$ cat config.mk
export PLATFORM = sky130hd
export DESIGN_NAME = pwm_peripheral
export DESIGN_NICKNAME = d
export VERILOG_FILES = /design/src/rtl/pwm_pkg.sv /design/src/rtl/pwm_prescaler.sv /design/src/rtl/pwm_peripheral.sv
export SDC_FILE = /design/constraint.sdc
export NUM_CORES = 1
export LEC_CHECK = 0
export CAP_MARGIN = 20
export CORE_MARGIN = 2
export CORE_UTILIZATION = 40
export DETAILED_ROUTE_END_ITERATION = 10
export PLACE_DENSITY_LB_ADDON = 0.25
export SKIP_LAST_GASP = 1
export SLEW_MARGIN = 0
export SYNTH_ARGS = -nofsm -noshare
export SYNTH_HDL_FRONTEND = slang
export SYNTH_SLANG_ARGS = --single-unit
$ cat constraint.sdc
create_clock -name clk -period 4.18 [get_ports clk]
set_input_delay 0.836 -clock clk [delete_from_list [all_inputs] [get_ports clk]]
set_output_delay 0.836 -clock clk [all_outputs]
set_load 0.03 [all_outputs]
$ cat src/rtl/pwm_pkg.sv
// Shared constants and helpers for the PWM output stage.
// Pin mux lives here so any other consumer of the enables agrees on it.
package pwm_pkg;

  localparam int PWM_STEPS           = 256;
  localparam int PWM_CLK_DIV_DEFAULT = 13;
  localparam int NUM_PINS            = 16;
  localparam int CNT_W               = $clog2(PWM_STEPS);

  localparam logic [CNT_W-1:0] DUTY_FULL = 8'hFF;

  typedef logic [NUM_PINS-1:0] pin_vec_t;
  typedef logic [CNT_W-1:0]    step_t;

  function automatic pin_vec_t pin_mux(
    input pin_vec_t en_out,
    input pin_vec_t en_pwm,
    input logic     level
  );
    return en_out & (~en_pwm | {NUM_PINS{level}});
  endfunction

endpackage

$ cat src/rtl/pwm_prescaler.sv
// Divides the system clock down to one PWM step strobe
// every CLK_DIV clocks.
module pwm_prescaler
  import pwm_pkg::*;
#(
  parameter int CLK_DIV = PWM_CLK_DIV_DEFAULT
) (
  input  logic clk,
  input  logic rst_n,
  output logic tick
);

  localparam int W = (CLK_DIV > 1) ? $clog2(CLK_DIV) : 1;
  localparam logic [W-1:0] LAST = W'(CLK_DIV - 1);

  logic [W-1:0] pre_cnt_q;
  logic [W-1:0] pre_cnt_d;

  always_comb begin
    tick      = (pre_cnt_q == LAST);
    pre_cnt_d = tick ? '0 : pre_cnt_q + W'(1);
  end

  always_ff @(posedge clk or negedge rst_n) begin
    if (!rst_n) begin
      pre_cnt_q <= '0;
    end else begin
      pre_cnt_q <= pre_cnt_d;
    end
  end

endmodule

$ cat src/rtl/pwm_peripheral.sv
// 16-pin output stage: static low/high or shared PWM per pin,
// with duty double-buffered to period boundaries.
module pwm_peripheral
  import pwm_pkg::*;
#(
  parameter int CLK_DIV = PWM_CLK_DIV_DEFAULT
) (
  input  logic                clk,
  input  logic                rst_n,
  input  logic [7:0]          en_reg_out_7_0,
  input  logic [7:0]          en_reg_out_15_8,
  input  logic [7:0]          en_reg_pwm_7_0,
  input  logic [7:0]          en_reg_pwm_15_8,
  input  logic [7:0]          pwm_duty_cycle,
  output logic [NUM_PINS-1:0] out,
  output logic                pwm_sync
);

  logic     tick;
  logic     boundary;
  logic     level;
  step_t    pwm_cnt_q, pwm_cnt_d;
  step_t    duty_sh_q, duty_sh_d;
  pin_vec_t out_q, out_d;
  pin_vec_t en_out, en_pwm;
  logic     bnd_q;
  logic     sync_q;

  pwm_prescaler #(
    .CLK_DIV (CLK_DIV)
  ) u_pre (
    .clk   (clk),
    .rst_n (rst_n),
    .tick  (tick)
  );

  assign en_out = {en_reg_out_15_8, en_reg_out_7_0};
  assign en_pwm = {en_reg_pwm_15_8, en_reg_pwm_7_0};

  always_comb begin
    boundary  = tick && (pwm_cnt_q == '1);
    pwm_cnt_d = tick ? pwm_cnt_q + step_t'(1) : pwm_cnt_q;
    duty_sh_d = boundary ? pwm_duty_cycle : duty_sh_q;
    level     = (duty_sh_q == DUTY_FULL) || (pwm_cnt_q < duty_sh_q);
    out_d     = pin_mux(en_out, en_pwm, level);
  end

  // bnd_q -> sync_q delays the strobe two clocks so it lines up with out_q
  always_ff @(posedge clk or negedge rst_n) begin
    if (!rst_n) begin
      pwm_cnt_q <= '0;
      duty_sh_q <= '0;
      out_q     <= '0;
      bnd_q     <= 1'b0;
      sync_q    <= 1'b0;
    end else begin
      pwm_cnt_q <= pwm_cnt_d;
      duty_sh_q <= duty_sh_d;
      out_q     <= out_d;
      bnd_q     <= boundary;
      sync_q    <= bnd_q;
    end
  end

  assign out      = out_q;
  assign pwm_sync = sync_q;

endmodule

==> results by group, run 1 <==
Pwr
  – Clk network pwr share: 38.7%
  – P per Cell Area: 308 nW/um^2
  – Switching Share: 21.4%
  – Lkg Pwr: 1.08 nW
  – Psw: 0.161 mW
  – Worst vdd ir: 0.225 mV
  – Comb pwr share: 11.3%
  – Pint: 0.593 mW
  – Flop pwr share: 50.0%

Synth
  – Syn. warnings: 0
  – Async SR Flop Fraction: 100%
  – Syn_nets: 179
  – Largest area contributor in the netlist: dfrtp_1
  – Mapped Cells: 127
  – Largest cells by area after synthesis: dfrtp_1 (56%), ha_1 (7.3%), a21boi_2 (6.6%), mux2_2 (5.3%), xnor2_1 (3.6%)
  – Primary FF master, synth: dfrtp_1
  – Synthesized area: 1710 um^2
  – Syn Area/Cell: 13.5 um^2
  – Most common cell in the netlist: dfrtp_1
  – Number of synthesized flops with an enable pin: 0
  – Top cell type's share of synthesized area: 55.5%
  – Register area share after synthesis: 55.5%
  – Top cells by count, synth: dfrtp_1 (38), a21boi_2 (10), ha_1 (10), inv_1 (10)
  – #FFs+latches synth: 38
  – Yosys cell types: 28

STA
  – Min Tclk post-route: 2.13 ns
  – # setup viols final: 0
  – Skew final: 0.00368 ns
  – Slew headroom: 44.5%
  – Fin crit share: 50.9%
  – Worst hold slack: 0.361 ns
  – RSZ-0062 raised after global routing: false
  – Setup TNS Final: 0 ns
  – Fin. max-slew vios: 0
  – Worst-margin pin slew: 0.833 ns
  – Fmax: 470 MHz
  – Final hold vios: 0

Floorplan
  – Row cnt: 23
  – Core Region: 4060 um^2
  – Starting Density: 42.2%
  – Die width: 69.4 um
  – Die span in y: 69.4 um
  – Die Area: 4820 um^2
  – # IOs: 59

Worst setup path
  – Required arrival time at the worst endpoint: 3.34 ns
  – Critical Path, Cell by Cell: clkdlybuf4s50_1
  – CP endpoint kind: primary output
  – Crit path largest cell delay: 0.67 ns
  – Cell family with most CP delay: buffers and inverters
  – Critical Path Source Type: flip-flop
  – WS Path Type: flip-flop to primary output
  – Worst Path Max Fanout: 1
  – CP max stage cell: clkdlybuf4s50_1
  – Arr. time, crit path: 1.29 ns
  – CP bufs+invs: 1

Finish
  – Post-route cell area: 2450 um^2
  – Share of layout cells above drive strength 1: 17.7%
  – Post-route insts no fill: 242
  – Footprint of the multi-input gates: 702 um^2
  – Area grow syn2layout: 42.8%
  – Antenna cell count: 0
  – Final Core Density: 60.3%
  – Fill cells: 320
  – Register area: 951 um^2
  – Nets: 243

Placement
  – GPL Wtd Cong: 0.793
  – Hpwl dp: 2700 um
  – Placement Cell Area: 2340 um^2
  – Placed cells: 234
  – I/O Buffers: 58

CTS
  – Post_cts resized: 0
  – H-tree depth: 2
  – Total CTS buffers: 5
  – Maximum clock path buffer count: 2
  – Worst-Skew Late Latency: 0.29 ns
  – Postcts setup bufs: 0
  – Sink Count: 38
  – Worst-path clk slew: 0.07 ns
  – Root Buffer Master: clkbuf_8
  – Hold_buf cts: 0
  – CTS tree: yes

Hold path
  – Path type of the worst min-delay path: flip-flop to flip-flop

Global route
  – First-pass GRT wire length: 6020 um
  – Initial antenna violation count: 0
  – Grt total ovfl: 0
  – Total GRT Usage: 16.2%
  – Vias in the first global route: 1337
  – Largest net degree at the start of global routing: 39

Detailed routing
  – TritonRoute pass-1 iters: 4
  – Average routed wire per standard cell: 14.5 um
  – ANT nets after route: 0
  – Final wirelength: 3500 um
  – DRT iter0 DRCs: 29
  – Vias post-DR: 1209
  – Vias/cell: 5.00
  – DRC Markers: 0

Outcome
  – Outcome: finished clean

Job
  – Max-cap viol count: 0
-- path summary, 6_finish.rpt --
check                                         start                       end  slack (ns)  depth (start not counted)
max                                out[1]$_DFF_PN0_                    out[1]        2.05                          1
min                                 bnd_q$_DFF_PN0_        pwm_sync$_DFF_PN0_        0.36                          0
max reg2reg                pwm_cnt_q[5]$_DFFE_PN0P_          out[0]$_DFF_PN0_        2.34                          6
min reg2reg                         bnd_q$_DFF_PN0_        pwm_sync$_DFF_PN0_        0.36                          0
max in group asynchronous                     rst_n         out[13]$_DFF_PN0_        3.01                          1
min in group asynchronous                     rst_n  pwm_cnt_q[0]$_DFFE_PN0P_        0.65                          1
-- metal layers --
layer | GRT usage (%) | routed length, um | up-vias
met4 | 6.54 | 69 | 0
met1 | 17.0 | 1310 | 584
li1 | - | - | 568
met5 | 0 | 0 | -
met2 | 27.2 | 1780 | 48
met3 | 8.58 | 347 | 9
-- final cells by class --
cell class | instances | share of cell area, %
Multi-Input combinational cell | 77 | 28.7
Timing Repair Buffer | 59 | 23.8
Inverter | 10 | 1.53
Sequential cell | 38 | 38.9
Clock buffer | 8 | 4.50
Tap cell | 50 | 2.56
-- flip-flops by register name, summed over array words and instances (netlist names) --
| register | cells |
|---|---|
| pwm_sync | 1 |
| u_pre.pre_cnt_q | 4 |
| out | 16 |
| bnd_q | 1 |
| duty_sh_q | 8 |
| pwm_cnt_q | 8 |
-- cells in the final DEF, fill, tap and decap left out --
master	n
a41o_1	1
and4_1	1
clkdlybuf4s50_1	57
a2111oi_4	1
ha_1	10
o21ai_0	1
nor2_1	5
o41ai_1	1
o21a_1	1
xor2_1	1
dfrtp_1	38
nand3_1	1
a21boi_2	10
clkbuf_8	8
nand2_1	8
xnor2_1	7
a21oi_1	2
nand2b_4	1
nor2_8	1
buf_2	1
nand4_1	5
a21boi_0	6
buf_4	1
mux2_2	8
and3_2	1
nor3_1	1
inv_1	10
o32ai_2	1
o21ai_1	1
a21o_1	1
nand4_4	1
-- cell families (layout without fill, tap and decap cells) --
group,count (synthesis),count (layout),share of synthesized area [%]
flip-flops,38,38,55.5
AO/OA/AOI/OAI,26,26,14.9
XOR/XNOR,8,8,4.09
AND/OR/NAND/NOR,25,25,9.42
buffers and inverters,12,77,3.51
adder cells (fa/ha/maj),10,10,7.30
multiplexers,8,8,5.26
-- stage by stage --
step                power, mW  setup WS [ns]
floorplan               0.408           2.46
global placement        0.469           2.37
detailed placement      0.471           2.31
CTS                     0.764           2.03
global route            0.788           2.00
finish                  0.754           2.05
-- power groups by stage --
stage	clock, mW	sequential (mW)	combinational (mW)
finish	0.292	0.377	0.0850
global route	0.319	0.378	0.0915
CTS	0.300	0.377	0.0868
detailed placement	0	0.384	0.0865
global placement	0	0.384	0.0849
floorplan	0	0.401	0.00716
(Power assumes the default switching activity.)
==> run 2, diff against run 1 <==
==> constraint.sdc (replaced) <==
create_clock -name clk -period 1.7 [get_ports clk]
set_input_delay 0.34 -clock clk [delete_from_list [all_inputs] [get_ports clk]]
set_output_delay 0.34 -clock clk [all_outputs]
set_load 0.03 [all_outputs]
==> results by group, run 2 (synthesis gave the netlist of run 1 again) <==
STA
  – Skew final: 0.00385 ns
  – Worst setup margin: -0.111 ns
  – # setup viols final: 16
  – Worst-margin pin slew: 0.362 ns
  – Setup TNS Final: -1.32 ns
  – Fin crit share: 107%
  – Worst hold slack: 0.00618 ns
  – Min Tclk post-route: 1.81 ns
  – Fin. max-slew vios: 0
  – Fmax: 552 MHz
  – RSZ-0062 raised after global routing: true
  – Slew headroom: 75.8%
  – Final hold vios: 0

Detailed routing
  – Vias/cell: 4.82
  – Final wirelength: 4160 um
  – ANT nets after route: 0
  – Average routed wire per standard cell: 15.5 um
  – TritonRoute pass-1 iters: 4
  – DRT iter0 DRCs: 39
  – DRC Markers: 0
  – Vias post-DR: 1296

Job
  – Max-cap viol count: 0

Worst setup path
  – R2r endpoint: out[8]$_DFF_PN0_
  – Worst reg2reg path depth: 6
  – Arr. time, crit path: 2.00 ns
  – WS Path Type: flip-flop to flip-flop
  – CP endpoint kind: flip-flop
  – Critical Path Source Type: flip-flop
  – Worst Path Max Fanout: 8
  – FF-to-FF Start: pwm_cnt_q[5]$_DFFE_PN0P_
  – CP startpoint: pwm_cnt_q[5]$_DFFE_PN0P_
  – R2R Setup Slk: -0.11 ns
  – Required arrival time at the worst endpoint: 1.88 ns
  – Worst setup path end: out[8]$_DFF_PN0_

Placement
  – GPL Wtd Cong: 0.797
  – Setup Slack @ Placement: -0.0233 ns
  – Placed cells: 249
  – Hpwl dp: 2980 um
  – I/O Buffers: 58

Global route
  – Vias in the first global route: 1396
  – Grt total ovfl: 0
  – Total GRT Usage: 18.3%
  – Initial antenna violation count: 0
  – Largest net degree at the start of global routing: 39
  – First-pass GRT wire length: 6620 um

Floorplan
  – Core Region: 4060 um^2
  – Die span in y: 69.4 um
  – Die width: 69.4 um
  – Starting Density: 42.2%
  – Row cnt: 23
  – Die Area: 4820 um^2
  – # IOs: 59

CTS
  – Hold_buf cts: 0
  – H-tree depth: 2
  – CTS tree: yes
  – Worst-Skew Late Latency: 0.29 ns
  – Maximum clock path buffer count: 2
  – Sink Count: 38
  – Root Buffer Master: clkbuf_8
  – Total CTS buffers: 5
  – Worst-path clk slew: 0.07 ns

Outcome
  – Outcome: complete, but fails checks
  – Violated checks: setup timing

Pwr
  – Worst vdd ir: 0.497 mV
  – P per Cell Area: 643 nW/um^2
  – Power Total: 1.80 mW
  – Lkg Pwr: 1.25 nW

Finish
  – Most common cell after layout, fill and taps aside: clkdlybuf4s50_1
  – Area grow syn2layout: 63.3%
  – Post-route insts no fill: 269
  – Nets: 270
  – Max reg flops: 16
  – Antenna cell count: 0
  – Fill cells: 268
  – Leading cell types in the layout, fill and taps excluded: clkdlybuf4s50_1 (56), dfrtp_1 (38), buf_4 (24), a21boi_2 (16), nand2_1 (8)
  – Share of layout cells above drive strength 1: 36.5%

Hold path
  – Path type of the worst min-delay path: input pin to async pin
==> run 2: worst min path at each step <==
stage                     start                  endpoint  slack, ns  cells past startpoint
final                     rst_n  pwm_cnt_q[0]$_DFFE_PN0P_      0.006                      2
after global routing      rst_n  pwm_cnt_q[0]$_DFFE_PN0P_       0.01                      2
after CTS                 rst_n          out[0]$_DFF_PN0_      0.004                      2
after detailed placement  rst_n  pwm_cnt_q[4]$_DFFE_PN0P_       0.32                      2
after global placement    rst_n  pwm_cnt_q[5]$_DFFE_PN0P_       0.32                      2
after floorplan           rst_n           bnd_q$_DFF_PN0_       0.04                      0
==> run 2: repair_timing <==
item	in CTS	in global routing
buffers inserted	1	9
gates resized for setup	0	30
gates cloned	1	1
pin swaps	2	21
endpoints found under the setup margin	13	26
==> run 2: worst max-delay path, cell delays in order (launching register included) <==
cell,delay [ns]
dfrtp_1,0.43
ha_4,0.29
and4_1,0.21
o21ai_2,0.08
o32ai_4,0.40
clkbuf_16,0.24
a21boi_2,0.05
==> run 2: metrics by stage <==
| stage | utilization (%) | area, um^2 |
|---|---|---|
| after global placement | 61.3 | 2490 |
| after CTS | 64.1 | 2600 |
| after global routing | 68.9 | 2800 |
| final | 68.9 | 2800 |
| after floorplan | - | 1730 |
| after detailed placement | 61.3 | 2490 |
==> run 2: where the power goes <==
part / switching [mW] / internal [mW] / leakage, nW / total, mW
clock: 0.321 / 0.326 / 0.0472 / 0.647
combinational: 0.0880 / 0.135 / 0.712 / 0.223
sequential: 0.00513 / 0.922 / 0.493 / 0.927
total: 0.414 / 1.38 / 1.25 / 1.80
==> run 2: area by class of cell <==
type / instances / area [um^2] / share of cell area, %
timing repair buffer: 85 / 823 / 29.4
tap: 50 / 62.6 / 2.24
clock inverter: 2 / 12.5 / 0.447
inverter: 10 / 37.5 / 1.34
clock buffer: 6 / 82.6 / 2.95
sequential: 38 / 951 / 34.0
multi-input combinational: 78 / 827 / 29.6
==> run 2: per-layer routing <==
layer  GRT usage (%)  vias to the layer above  part of all wire [%]  routed length [um]
met1            19.4                      616                    37                1550
met2            31.8                       46                    54                2240
met4            10.0                        0                   2.6                 108
li1                -                      623                     -                   -
met3            6.10                       11                   6.3                 262
met5               0                        -                     0                   0
